--- config.mk ---
export PLATFORM = sky130hd
export DESIGN_NAME = regfile
export DESIGN_NICKNAME = d
export VERILOG_FILES = /design/src/rtl/regfile.sv
export SDC_FILE = /design/constraint.sdc
export NUM_CORES = 1
export LEC_CHECK = 0
export CAP_MARGIN = 10
export CORE_MARGIN = 1.5
export CORE_UTILIZATION = 50
export DETAILED_ROUTE_END_ITERATION = 10
export PLACE_DENSITY = 0.78
export SETUP_SLACK_MARGIN = 0.3
export SYNTH_ARGS = -nofsm -noshare
export SYNTH_HDL_FRONTEND = slang
export SYNTH_SLANG_ARGS = --single-unit
--- constraint.sdc ---
create_clock -name clk -period 1.2 [get_ports clk]
set_input_delay 0.24 -clock clk [delete_from_list [all_inputs] [get_ports clk]]
set_output_delay 0.24 -clock clk [all_outputs]
set_load 0.03 [all_outputs]
--- src/rtl/regfile.sv ---
// Multi-port register file: one synchronous write port, two enable-gated
// combinational read ports. Asynchronous active-low reset clears all words.
module regfile #(
  parameter int WIDTH  = 8,
  parameter int ADDR_W = 2,
  parameter int DEPTH  = 4
) (
  input  logic              clk,
  input  logic              rst_n,
  input  logic [WIDTH-1:0]  D,
  input  logic [ADDR_W-1:0] WA,
  input  logic              WE,
  input  logic [ADDR_W-1:0] RAA,
  input  logic [ADDR_W-1:0] RBA,
  input  logic              RAE,
  input  logic              RBE,
  output logic [WIDTH-1:0]  portA,
  output logic [WIDTH-1:0]  portB
);

  logic [WIDTH-1:0] r [DEPTH];

  always_ff @(posedge clk or negedge rst_n) begin
    if (!rst_n) begin
      for (int unsigned i = 0; i < DEPTH; i++) begin
        r[i] <= '0;
      end
    end else if (WE) begin
      r[WA] <= D;
    end
  end

  // No write bypass: reads see the stored value until the write edge.
  always_comb begin
    portA = '0;
    portB = '0;
    if (RAE) portA = r[RAA];
    if (RBE) portB = r[RBA];
  end

endmodule

==> summary.md <==
| Metric | Value |
|---|---|
| Status | complete, but fails checks |
| Failing checks | setup timing |
| Post-DRT Antenna Nets | 0 |
| Internal Pwr Total | roughly 2.4 mW |
| Crit path required time | between 0.9 and 1 ns |
| Initial antenna violation count | 0 |
| Post-detailed-placement cell area | 0.00244 mm^2 |
| CP max FO | 8 |
| Site row count | 20 |
| Combinational Power Share | approximately 44% |
| Fin crit period | roughly 1.5 ns |
| Yosys top cell area share | a little under half |
| Worst Tran Pin Value | between 0.3 and 0.4 ns |
| Leading area contributor after synthesis | dfrtp_1 |
| Sw frac | around 36% |
| Synthesis Warnings | 0 |
| # clock sinks | 32 |
| Max_slew headroom | 79.9% |
| Die Y | a little over 60 um |
| WL final | between 5 and 6 mm |
| Highest Clock Rate | 657 MHz |
| Clk network pwr share | between 10% and 20% |
| Post-route cell area | around 0.0029 mm^2 |
| Number of diodes | 0 |
| Vias in the first global route | 1498 |
| Synth-to-layout area growth | 71.1% |
| Die Wd | about 60 um |
| WS Path Type | in -> out |
| Drt first pass iters | 4 |
| GRT Util Overall | approximately a third |
| Critical Path Start Type | primary input |
| Initial Util | a little over half |
| Via density | 6.31 |
| WP buf/inv | 3 |
| Switch Pwr | 1.36 mW |
| RSZ-0062 raised after global routing | yes |
| Hpwl dp | between 2 and 3 mm |
| Worst min path class | in -> async |
| Final Hold Violating Endpoints | 0 |
| CTS tree | built |
| FF-to-FF path depth | 3 |
| Final Slew Violations | 0 |
| Routed wire per std cell | 24.5 um |
| Multi-input logic area | about 0.0013 mm^2 |
| Worst Setup Slack, final | -0.323 ns |
| Die Area | approximately 0.0037 mm^2 |
| Largest register by flop count | r |
| Port Buffers | 34 |
| Largest net degree at the start of global routing | 33 |
| Main flop type after synthesis | dfrtp_1 |
| Placeable core region | about 0.0031 mm^2 |
| Total CTS buffers | 5 |
| Largest registers | r (32) |
| Clk slew on worst S/H paths | around 0.10 ns |
| CTS H-tree depth | 2 |
| Post-synth top cells | 32 x dfrtp_1, 32 x mux2_2, 32 x mux2i_1, 16 x o22ai_1 |
| Peak per-stage delay on the critical path | ~0.30 ns |
| Via count | about 1500 |
| Initial DRC count | 90 |
| Max Cap Violations | 0 |
| Pleak | between 1 and 1.5 nW |
| Post-synthesis sequential area ratio | a little under half |
| CTS Hold Bufs | 0 |
| Sequential cell area | 803 um^2 |
| Crit-path slowest cell | mux2i_2 |
| Post-route DRC violation count | 0 |
| CP delay by family, top | buffers and inverters |
| Critical Path End Type | primary output |
| Clk_skew | 0 ns |
| First-pass GRT wire length | between 8 and 9 mm |
| Yosys cell types | 12 |
| Setup TNS | -4.69 ns |
| Power Dens Cells | approximately 1300 mW/mm^2 |
| Reg2reg start | r[29] |
| Synth area leaders | dfrtp_1 48%, mux2_2 21%, mux2i_1 19% |
| Layout cell share with drive strength beyond 1 | about three quarters |
| RR Endpoint | r[29] |
| Routability congestion estimate | between 0.8 and 0.9 |
| CTS Buffer Depth | 2 |
| Clk Tree Root Cell | clkbuf_4 |
| Flops & latches, synth | 32 |
| Worst skew pair latency | between 0.3 and 0.4 ns |
| Maximum vdd drop | ~1100 uV |
| Setup-failing EPs final | 16 |
| CP Cell Sequence | clkdlybuf4s15_2 -> buf_12 -> mux2i_2 -> o22ai_4 -> buf_6 |
| Worst R2R Setup Slack | ~0.15 ns |
| Sequential share of power | 41.5% |
| # fillers | 92 |
| Cell count after synthesis | approximately 130 |
| Max reg flops | 32 |
| CP arrival | about 1.3 ns |
| EDFF count, synth | 0 |
| Post-Syn Area per Cell | between 10 and 15 um^2 |
| Post-Syn Area | about 0.0017 mm^2 |
| Syn nets | 145 |
| Tcrit/Tclk final | 127% |
| Ys async rst share | between 90% and 100% |
| Gr ovfl total | 0 |
| Ports | 35 |
| Final #Nets | 206 |
worst max path at each step:
stage | slack, ns | endpoint | cells past startpoint | startpoint
3_5_place_dp | -0.61 | portB[0] | 5 | RBA[1]
6_report | -0.32 | portA[5] | 5 | RAA[1]
5_1_grt | -0.41 | portB[5] | 3 | r[29]
4_1_cts | -0.31 | portA[5] | 3 | r[29]
3_3_place_gp | -0.56 | portA[6] | 5 | RAA[1]
2_1_floorplan | -0.01 | portA[4] | 4 | RAA[1]
power by group through the flow:
stage                     Clock [mW]  Sequential (mW)  Combinational, mW
after floorplan                    0             1.42              0.885
after global placement             0             1.45               1.18
after detailed placement           0             1.47               1.22
after CTS                      0.580             1.53               1.51
after global routing           0.660             1.58               1.72
final                          0.571             1.57               1.65
cells by family after synthesis:
| logic type | count (synthesis) | synth area share [%] |
|---|---|---|
| AO/OA/AOI/OAI | 16 | 5.94 |
| buffers and inverters | 6 | 1.93 |
| flip-flops | 32 | 47.5 |
| multiplexers | 64 | 40.4 |
| AND/OR/NAND/NOR | 8 | 4.23 |
layer usage:
layer / global-route usage, % / share of wire, %
met3: 6.93 / 6.9
met5: 0 / 0
met4: 11.8 / 3.4
met1: 42.7 / 39
met2: 52.9 / 51
what timing repair did:
item	4_1_cts	5_1_grt
setup buffers	6	5
endpoints found under the setup margin	48	22
endpoints found under the hold margin	0	0
gates cloned	2	0
gates resized for setup	77	12
pin swaps	15	7
area by class of cell:
class,count,area share [%]
clock inverter,1,0.174
clock buffer,6,1.43
sequential,32,27.9
tap,44,1.91
timing repair buffer,60,24.1
multi-input combinational,88,44.5
per-stage QoR:
step | std cells | hold slack (ns) | power [mW] | worst slack, ns | utilization, %
2_1_floorplan | 126 | -0.0556 | 2.30 | -0.0106 | -
3_3_place_gp | 211 | 0.514 | 2.63 | -0.556 | 78.0
6_report | 231 | 0.272 | 3.79 | -0.323 | 92.2
4_1_cts | 226 | 0.262 | 3.61 | -0.311 | 89.6
5_1_grt | 231 | 0.260 | 3.96 | -0.408 | 92.2
3_5_place_dp | 211 | 0.515 | 2.69 | -0.612 | 78.0
layout by cell type, fill, tap and decap left out, types with 3 or more instances in the layout:
| cell type | count |
|---|---|
| buf_4 | 9 |
| mux2i_4 | 5 |
| o22ai_4 | 14 |
| buf_12 | 7 |
| clkbuf_4 | 5 |
| buf_6 | 24 |
| mux2i_2 | 24 |
| dlygate4sd2_1 | 4 |
| dfrtp_1 | 30 |
| mux2i_1 | 3 |
| buf_2 | 3 |
| mux2_2 | 21 |
| mux2_4 | 11 |
| clkdlybuf4s50_1 | 9 |
worst register-to-register path, cell delays in order, from the launching register on:
cell	delay, ns
dfrtp_1	0.43
buf_4	0.16
buf_6	0.10
mux2_4	0.26
(Power assumes the default switching activity.)
